<file path="config.mk">
export PLATFORM = sky130hd
export DESIGN_NAME = pipe_stage_elastic
export DESIGN_NICKNAME = d
export VERILOG_FILES = /design/src/rtl/pipe_stage_elastic.sv
export SDC_FILE = /design/constraint.sdc
export NUM_CORES = 1
export LEC_CHECK = 0
export CAP_MARGIN = 25
export CORE_UTILIZATION = 42
export DETAILED_ROUTE_END_ITERATION = 6
export PLACE_DENSITY = 0.87
export SYNTH_ARGS = -nofsm -noshare
export SYNTH_HDL_FRONTEND = slang
export SYNTH_SLANG_ARGS = --single-unit
</file>
<file path="constraint.sdc">
create_clock -name clk -period 5.3 [get_ports clk]
set_input_delay 0.795 -clock clk [delete_from_list [all_inputs] [get_ports clk]]
set_output_delay 0.795 -clock clk [all_outputs]
set_load 0.01 [all_outputs]
</file>
<file path="src/rtl/pipe_stage_elastic.sv">
// Elastic inter-stage register carrying pc/ctrl/data with valid/ready,
// synchronous flush and an optional 2-entry skid buffer.
// Ports: clk, reset (async, high); in_valid/in_ready/in_pc/in_ctrl/in_data
// upstream; flush; out_valid/out_ready/out_pc/out_ctrl/out_data downstream;
// occupancy = beats held.
module pipe_stage_elastic #(
  parameter int          DATA_W   = 64,
  parameter int          CTRL_W   = 8,
  parameter logic [31:0] PC_RESET = 32'h80000000,
  parameter int          SKID     = 0
) (
  input  logic              clk,
  input  logic              reset,
  input  logic              in_valid,
  output logic              in_ready,
  input  logic [31:0]       in_pc,
  input  logic [CTRL_W-1:0] in_ctrl,
  input  logic [DATA_W-1:0] in_data,
  input  logic              flush,
  output logic              out_valid,
  input  logic              out_ready,
  output logic [31:0]       out_pc,
  output logic [CTRL_W-1:0] out_ctrl,
  output logic [DATA_W-1:0] out_data,
  output logic [1:0]        occupancy
);

  logic [31:0]       main_pc;
  logic [CTRL_W-1:0] main_ctrl;
  logic [DATA_W-1:0] main_data;
  logic              in_xfer;
  logic              out_xfer;

  assign out_pc   = main_pc;
  assign out_data = main_data;
  // A bubble must never present a live write-enable downstream.
  assign out_ctrl = main_ctrl & {CTRL_W{out_valid}};
  assign in_xfer  = in_valid & in_ready;
  assign out_xfer = out_valid & out_ready;

  if (SKID == 0) begin : g_single
    logic vld;

    assign out_valid = vld;
    assign in_ready  = !vld | out_ready;
    assign occupancy = {1'b0, vld};

    always_ff @(posedge clk or posedge reset) begin
      if (reset) begin
        vld       <= 1'b0;
        main_pc   <= PC_RESET;
        main_ctrl <= '0;
        main_data <= '0;
      end else if (flush) begin
        vld <= 1'b0;
      end else if (in_xfer) begin
        vld       <= 1'b1;
        main_pc   <= in_pc;
        main_ctrl <= in_ctrl;
        main_data <= in_data;
      end else if (out_xfer) begin
        vld <= 1'b0;
      end
    end
  end else begin : g_skid
    typedef enum logic [1:0] {
      EMPTY = 2'd0,
      ONE   = 2'd1,
      TWO   = 2'd2
    } state_t;

    state_t            state;
    logic              rdy;
    logic [31:0]       skid_pc;
    logic [CTRL_W-1:0] skid_ctrl;
    logic [DATA_W-1:0] skid_data;

    // in_ready comes straight from a flop so out_ready never
    // reaches the upstream stage combinationally.
    assign in_ready  = rdy;
    assign out_valid = (state != EMPTY);
    assign occupancy = state;

    always_ff @(posedge clk or posedge reset) begin
      if (reset) begin
        state     <= EMPTY;
        rdy       <= 1'b1;
        main_pc   <= PC_RESET;
        main_ctrl <= '0;
        main_data <= '0;
        skid_pc   <= '0;
        skid_ctrl <= '0;
        skid_data <= '0;
      end else if (flush) begin
        state <= EMPTY;
        rdy   <= 1'b1;
      end else begin
        unique case (state)
          EMPTY: begin
            if (in_xfer) begin
              main_pc   <= in_pc;
              main_ctrl <= in_ctrl;
              main_data <= in_data;
              state     <= ONE;
            end
          end
          ONE: begin
            if (in_xfer && out_xfer) begin
              main_pc   <= in_pc;
              main_ctrl <= in_ctrl;
              main_data <= in_data;
            end else if (in_xfer) begin
              skid_pc   <= in_pc;
              skid_ctrl <= in_ctrl;
              skid_data <= in_data;
              state     <= TWO;
              rdy       <= 1'b0;
            end else if (out_xfer) begin
              state <= EMPTY;
            end
          end
          TWO: begin
            if (out_xfer) begin
              main_pc   <= skid_pc;
              main_ctrl <= skid_ctrl;
              main_data <= skid_data;
              state     <= ONE;
              rdy       <= 1'b1;
            end
          end
          default: begin
            state <= EMPTY;
            rdy   <= 1'b1;
          end
        endcase
      end
    end
  end

endmodule

</file>
-- Word-level counts from Yosys, hierarchy flattened
Index checks and enable logic that the tools add are counted.
- flip-flop bits (word level): 105
- bits of input ports: 109
- output and inout port bits: 108
- word-level logic and storage cells: 15
- multiplexer cells: 3
- bitwise operators: 5
- reductions and logical operators: 3
- operator list (cell ; count):
    8-bit bitwise AND ; 1
    1-bit two-way mux ; 3
    3-bit nonzero test ; 1
    1-bit bitwise AND ; 2
    2-bit AND reduction ; 1
    1-bit logical NOT ; 1
    1-bit inverter ; 1
    1-bit bitwise OR ; 1

-- Logic depth before layout (Yosys ltp)
Gate-level depths: netlist of the first run.
- depth after elaboration: 5
- mapped depth: 5
- mapped depth without buffers: 3

-- Worst setup path before layout of the first run
OpenSTA, ideal clock, no wires.
- path kind: input to register
- start: input out_ready
- end: register main_ctrl[0]
- library setup time: 127 ps
- arrival time: 1725 ps
- data required time: 5173 ps
- slack: 3447 ps
- stages: 5
- buffers on the path: 2
- path through: nor2b_4 nor3b_2 buf_4 buf_6 mux2_1
- word-level cells in the longest chain between the ends: 3
- RTL lines (what ; line ; text):
    start: declaration ; 21 ; input logic out_ready,
    1-bit bitwise OR ; 45 ; assign in_ready = !vld | out_ready;
    1-bit bitwise AND ; 38 ; assign in_xfer = in_valid & in_ready;
    2-bit AND reduction (no source line) ; -- ;
    end signal: assignment ; 59 ; main_ctrl <= in_ctrl;
    end: declaration ; 29 ; logic [CTRL_W-1:0] main_ctrl;
Every way passes these cells.
A chain may end at the register's enable or synchronous reset.

-- Final worst setup path of the first run
- start: input out_ready
- end: output in_ready
- word-level cells in the longest chain between the ends: 1
- RTL lines (what ; line ; text):
    1-bit bitwise OR ; 45 ;
    end: declaration ; 15 ; output logic in_ready,
Every way passes these cells.

==> results.cfg, run 1 <==
[placement]
post-place-cells = 570
placed_inst_area_sq_um = 6245
dpl.hpwl_microns = 7029
globalplace.congestion = 0.7265
place.port_buffers = 215

[pwr]
p_switching_mw = 0.5349
power.density_nw_per_um2 = 324.1
power_switching_share = 0.2559
clkPwrFrac = 0.239
cell_internal_pwr_mw = 1.555
vdd_ir_drop_max_mv = 0.1550
pwr-share-seq = 0.479
power.share.combinational = 0.282
cellLeakagePower_nw = 2.638

[timing]
clock.fmax_mhz = 363.9
unrepaired_setup_endpoints_after_global_routing = false
finClkSkew_ps = 11.10
post-route-period-util = 0.5185
finalWorstPathRequiredPeriod_ps = 2748
final_hold_viol_count = 0
fin_setup_tns_ps = 0
max_slew_margin = 0.4884
worstMarginPinSlew_ps = 767.4
final_max_slew_viol_count = 0
final_count_of_negative_setup_slack_endpoints = 0

[clock_tree]
tritoncts = yes
clock_sinks = 105
cts_hold_buf = 0
worst_setup_hold_path_clk_slew_ps = 90
clock_tree.buffer_depth = 2
clock-root-buffer = sky130_fd_sc_hd__clkbuf_8
worst_skew_late_latency_ps = 350
cts_inserted_buffers = 9
post_cts_resize_count = 0
post-cts-setup-buffer-count = 0
cts.htree.levels = 3

[finish]
final_area_sq_um = 6450
final_cell_count_no_fill = 586
num-nets-final = 561
filler_cell_count = 676
syn_to_final_growth_pct = 61.04
layout-drive-gt1-share = 0.1422
antenna_cells_inserted = 0

[die]
die_h_microns = 99.65
initial_utilization = 0.4334
floorplan.die_area_sq_um = 9930
std_cell_rows = 35
core_area_sq_um = 9240
io-pin-count = 217
die_w_microns = 99.65

[synth]
netlist.top_cell.by_area = sky130_fd_sc_hd__dfrtp_1
sequential_element_share_of_the_synthesized_area = 0.6564
synth_top_area_share = 0.6498
ys_top_cells_by_area = sky130_fd_sc_hd__dfrtp_1 (65%), sky130_fd_sc_hd__mux2_1 (17%), sky130_fd_sc_hd__mux2_2 (12%)
synth_edf_count = 0
netlist_area_sq_um = 4005
synth.most_common_cell = sky130_fd_sc_hd__dfrtp_1
synth_fp_nets = 346
synthFlopType = sky130_fd_sc_hd__dfrtp_1
postSynthCellCount = 237
ys_ff_latch = 105
async_reset_ff_frac = 1.000
post_synth_most_frequent_cells = sky130_fd_sc_hd__dfrtp_1 (104), sky130_fd_sc_hd__mux2_1 (60), sky130_fd_sc_hd__mux2_2 (44)
avgSynthCellArea_sq_um = 16.90
ys.warnings.count = 0
yosysUniqueCellTypes = 13

[drt]
vias_per_cell = 4.660
met3_wirelength_microns = 691
drc_errors = 0
routed_wire_length_per_instance_microns = 15.90
wirelength_microns = 9316
dr_total_vias = 2731
top_layer = met4
wl_met2_microns = 4965
detail_route.wirelength.met1_microns = 3570
first_iter_violations = 44
detail-route-antenna-nets = 0
drtPass1Iterations = 3

[worst_hold_path]
worstHoldPathType = flip-flop to flip-flop
worstHoldPathCells = 1

[worst_setup_path]
critical_path_arrival_ps = 1950
timing.critical_path.required_ps = 4510
worst_setup_path_end_kind = output port
worst_setup_path_start_kind = primary input
reg2regPathDepth = 4
critical_path_peak_fanout = 3
worst-setup-path-type = primary input to output port

[grt]
grt_start_max_net_pins = 105
overall_fraction_of_global_route_tracks_in_use = 0.1939
wire_length_of_the_first_global_routing_pass_microns = 14720
number_of_global_route_vias_before_repair = 2885
global_route.overflow_total = 0
antenna_violations_before_repair = 0

[flow_run]
cap_violations = 0

[status]
status = completed
## sequential cells by signal, summed over array words and instances, names as in the netlist
name,cells
main_ctrl,8
out_data,64
out_pc,32
out_valid,1
## layer usage
metal	vias up	global-route usage
met5	-	0
met4	0	0.06448
met3	9	0.06184
met2	120	0.3520
met1	1355	0.2146
li1	1247	-
## final timing paths
path                                           from                       end  slack [ps]
max in group asynchronous                     reset  out_data[38]$_DFFE_PP0P_        3320
hold reg to reg            main_ctrl[1]$_DFFE_PP0P_  main_ctrl[1]$_DFFE_PP0P_         480
setup / recovery                          out_ready                  in_ready        2550
hold / removal             main_ctrl[1]$_DFFE_PP0P_  main_ctrl[1]$_DFFE_PP0P_         480
setup reg to reg              out_valid$_DFFE_PP0P_  out_data[15]$_DFFE_PP0P_        3340
min in group asynchronous                     reset  out_data[48]$_DFFE_PP0P_         930
## layout by cell type, fill, tap and decap left out
cell type                         Yosys  final
sky130_fd_sc_hd__clkbuf_8             0     10
sky130_fd_sc_hd__nor3b_4              0      1
sky130_fd_sc_hd__clkbuf_1             0      1
sky130_fd_sc_hd__clkdlybuf4s50_1      0    215
sky130_fd_sc_hd__conb_1               1      1
sky130_fd_sc_hd__mux2_1              60     60
sky130_fd_sc_hd__bufinv_16            0      1
sky130_fd_sc_hd__nor2_1               2      2
sky130_fd_sc_hd__mux2_2              44     44
sky130_fd_sc_hd__dfrtp_1            104    104
sky130_fd_sc_hd__and2_1               8      8
sky130_fd_sc_hd__inv_1                2      1
sky130_fd_sc_hd__clkinvlp_4           0      1
sky130_fd_sc_hd__dfstp_2              1      1
sky130_fd_sc_hd__inv_6                0      1
sky130_fd_sc_hd__clkinv_4             0      2
sky130_fd_sc_hd__buf_12               0      1
sky130_fd_sc_hd__inv_4                0      1
sky130_fd_sc_hd__buf_4                3      1
sky130_fd_sc_hd__nor2b_4              1      1
## final cells by class
type | count | area, sq um | share of cell area
Clock buffer | 11 | 141.4 | 0.02192
Clock inverter | 5 | 63.81 | 0.009893
Inverter | 2 | 10.01 | 0.001552
Multi-Input combinational cell | 117 | 1265 | 0.1961
Sequential cell | 105 | 2629 | 0.4076
Tap cell | 129 | 161.4 | 0.02502
Timing Repair Buffer | 217 | 2180 | 0.3379
## kinds of logic (layout without fill, tap and decap cells)
family	count (synthesis)	count (layout)	share of synthesized area
buf+inv	15	235	0.02937
simple gates	12	12	0.02093
other cells	1	1	0.0009363
flops	105	105	0.6564
mux	104	104	0.2924
## power groups by stage
stage,registers [mW],logic [mW],clock network (mW)
final,1.00,0.589,0.499
after global routing,1.02,0.626,0.552
after floorplan,1.08,0.152,0
after CTS,1.00,0.599,0.522
after detailed placement,1.02,0.597,0
after global placement,1.01,0.582,0
## worst max-delay path, stage by stage
cell,delay [ps]
sky130_fd_sc_hd__clkdlybuf4s50_1,510
sky130_fd_sc_hd__nor2b_4,60
sky130_fd_sc_hd__inv_1,50
sky130_fd_sc_hd__clkdlybuf4s50_1,530
## per-stage QoR
step	util	power, mW	setup slack (ps)	hold slack [ps]
6_report	0.6980	2.090	2552	481.2
5_1_grt	0.6980	2.198	2524	509.2
4_1_cts	0.6980	2.125	2549	489.9
3_5_place_dp	0.6758	1.617	2550	468.2
3_3_place_gp	0.6758	1.592	2579	460.1
2_1_floorplan	-	1.228	1746	448.9
(Power assumes the default switching activity.)
==> run 2: changes to the inputs <==
Settings changed: CORE_UTILIZATION 42 to 35, PLACE_DENSITY 0.87 to 0.77.
Clock period 5.3 ns to 2.25 ns, I/O delays scaled along.
==> run 2 against run 1 <==
Sequential cell count stayed put. Register-to-register slack worse by 2800 ps. Total power grew to 2.6 times the previous value. Final cell count is 2.7% higher. Final area is 3.5% higher. Non-clock buffer count is 5 higher. Hold slack worse by 55 ps. Sequential share of layout area is 1.4 points lower.
==> results.cfg, run 2 (synthesis results as in run 1) <==
[worst_setup_path]
reg2regPathDepth = 5
worstReg2RegStart = out_valid$_DFFE_PP0P_
worstPathCellList = nor2b_4, inv_1, clkdlybuf4s50_1
setup.reg_to_reg.worst_slack_ps = 510
worstPathBufferInverterCount = 2
worst_setup_path_start_kind = flip-flop
cpLargestDelayFamily = buffers and inverters
cp_slowest_cell = sky130_fd_sc_hd__dfrtp_1
worst_setup_path_end_kind = output port
crit_cells = 3
worst_path_largest_cell_delay_ps = 510
reg2reg_to = out_data[30]$_DFFE_PP0P_
timing.critical_path.required_ps = 1910
critical_path_peak_fanout = 11
worst-setup-path-type = flip-flop to output port
timing.critical_path.from = out_valid$_DFFE_PP0P_
critical_path_arrival_ps = 1640

[finish]
largest_register_ff_count = 64
layout_commonest_cell = sky130_fd_sc_hd__clkdlybuf4s50_1
syn_to_final_growth_pct = 66.76
layout-drive-gt1-share = 0.1515
num-nets-final = 566
layout_common_cells = sky130_fd_sc_hd__clkdlybuf4s50_1 (215), sky130_fd_sc_hd__dfrtp_1 (104), sky130_fd_sc_hd__mux2_1 (60), sky130_fd_sc_hd__mux2_2 (44), sky130_fd_sc_hd__clkbuf_16 (9)
antenna_cells_inserted = 0
final_area_sq_um = 6679

[drt]
detail-route-antenna-nets = 0
vias_per_cell = 4.560
drtPass1Iterations = 4
wirelength_microns = 9504
drc_errors = 0
routed_wire_length_per_instance_microns = 15.79
dr_total_vias = 2745
first_iter_violations = 77

[die]
die_h_microns = 109.0
std_cell_rows = 38
core_area_sq_um = 10980
die_w_microns = 109.0
io-pin-count = 217
floorplan.die_area_sq_um = 11870
initial_utilization = 0.3647

[timing]
clock.fmax_mhz = 506.2
unrepaired_setup_endpoints_after_global_routing = false
post-route-period-util = 0.8781
worstMarginPinSlew_ps = 592.0
max_slew_margin = 0.6053
fin_setup_tns_ps = 0
final_hold_viol_count = 0
hold_ws_ps = 425.8
final_count_of_negative_setup_slack_endpoints = 0
finalWorstPathRequiredPeriod_ps = 1976
final_max_slew_viol_count = 0
finClkSkew_ps = 6.549

[clock_tree]
cts_inserted_buffers = 9
cts_hold_buf = 0
worst_skew_late_latency_ps = 340
clock-root-buffer = sky130_fd_sc_hd__clkbuf_16
worst_setup_hold_path_clk_slew_ps = 70
post-cts-setup-buffer-count = 0
clock_sinks = 105
clock_tree.buffer_depth = 2
cts.htree.levels = 3
tritoncts = yes
post_cts_resize_count = 0

[placement]
dpl.hpwl_microns = 7250
place.port_buffers = 215
placed_inst_area_sq_um = 6347
globalplace.congestion = 0.7511

[grt]
wire_length_of_the_first_global_routing_pass_microns = 14580
number_of_global_route_vias_before_repair = 3040
global_route.overflow_total = 0
grt_start_max_net_pins = 59
overall_fraction_of_global_route_tracks_in_use = 0.1619
antenna_violations_before_repair = 0

[worst_hold_path]
worstHoldPathType = primary input to async pin

[flow_run]
cap_violations = 0

[pwr]
cellLeakagePower_nw = 2.729
vdd_ir_drop_max_mv = 0.3857
power.density_nw_per_um2 = 820.5

[status]
status = completed
[run 2: cell count changes in the layout (fill, tap and decap cells not counted), sizes merged]
cell      delta
clkbuf       +1
bufinv       +1
buf          +5
clkinvlp     +2
clkinv       -2
inv          -2
[run 2: through the flow]
step | total power [mW] | worst slack (ps) | cells | util
after floorplan | 2.892 | 604.3 | 237 | -
after global placement | 3.781 | 273.8 | 586 | 0.5779
after detailed placement | 3.835 | 244.9 | 586 | 0.5779
after CTS | 5.556 | 234.7 | 602 | 0.6081
after global routing | 5.732 | 178.3 | 602 | 0.6081
final | 5.480 | 274.3 | 602 | 0.6081
[run 2: final cells by class]
cell class                 count  area [sq um]
tap                          140         175.2
timing repair buffer         222          2267
clock buffer                  12         256.5
sequential                   105          2629
multi-input combinational    117          1265
fill                         870          4304
inverter                       2         11.26
clock inverter                 4         75.07
[run 2: worst max path at each step]
stage                               endpoint  slack, ps
CTS                                 in_ready        230
finish                              in_ready        270
floorplan           main_ctrl[0]$_DFFE_PP0P_        600
global placement      out_pc[27]$_DFFE_PP0P_        270
global route                        in_ready        180
detailed placement  main_ctrl[2]$_DFFE_PP0P_        240
[run 2: worst reg2reg max path, delay by kind of cell (launching register included)]
kind / cells / cell delay, ps
flip-flops: 1 / 490
buffers and inverters: 2 / 380
multiplexers: 1 / 360
AND/OR/NAND/NOR: 2 / 400
[run 2: per-layer routing]
metal	wire length [microns]	track usage
met1	3501	0.1694
met2	5062	0.2938
met3	777	0.05499
met4	163	0.06757
met5	0	0
[run 2: report_power, final]
group          total, mW  internal [mW]  switching [mW]  leakage [nW]
Sequential          2.37           2.21           0.157          1.23
Clock               1.70           1.04           0.667         0.155
Combinational       1.41          0.919           0.491          1.34
Total               5.48           4.17            1.31          2.73
==> run 3: changes to the inputs <==
Settings changed: SKIP_CTS_REPAIR_TIMING set to 1.
==> results of run 3 <==
Same layout as run 2: the final DEF is identical, and so are final timing and power.
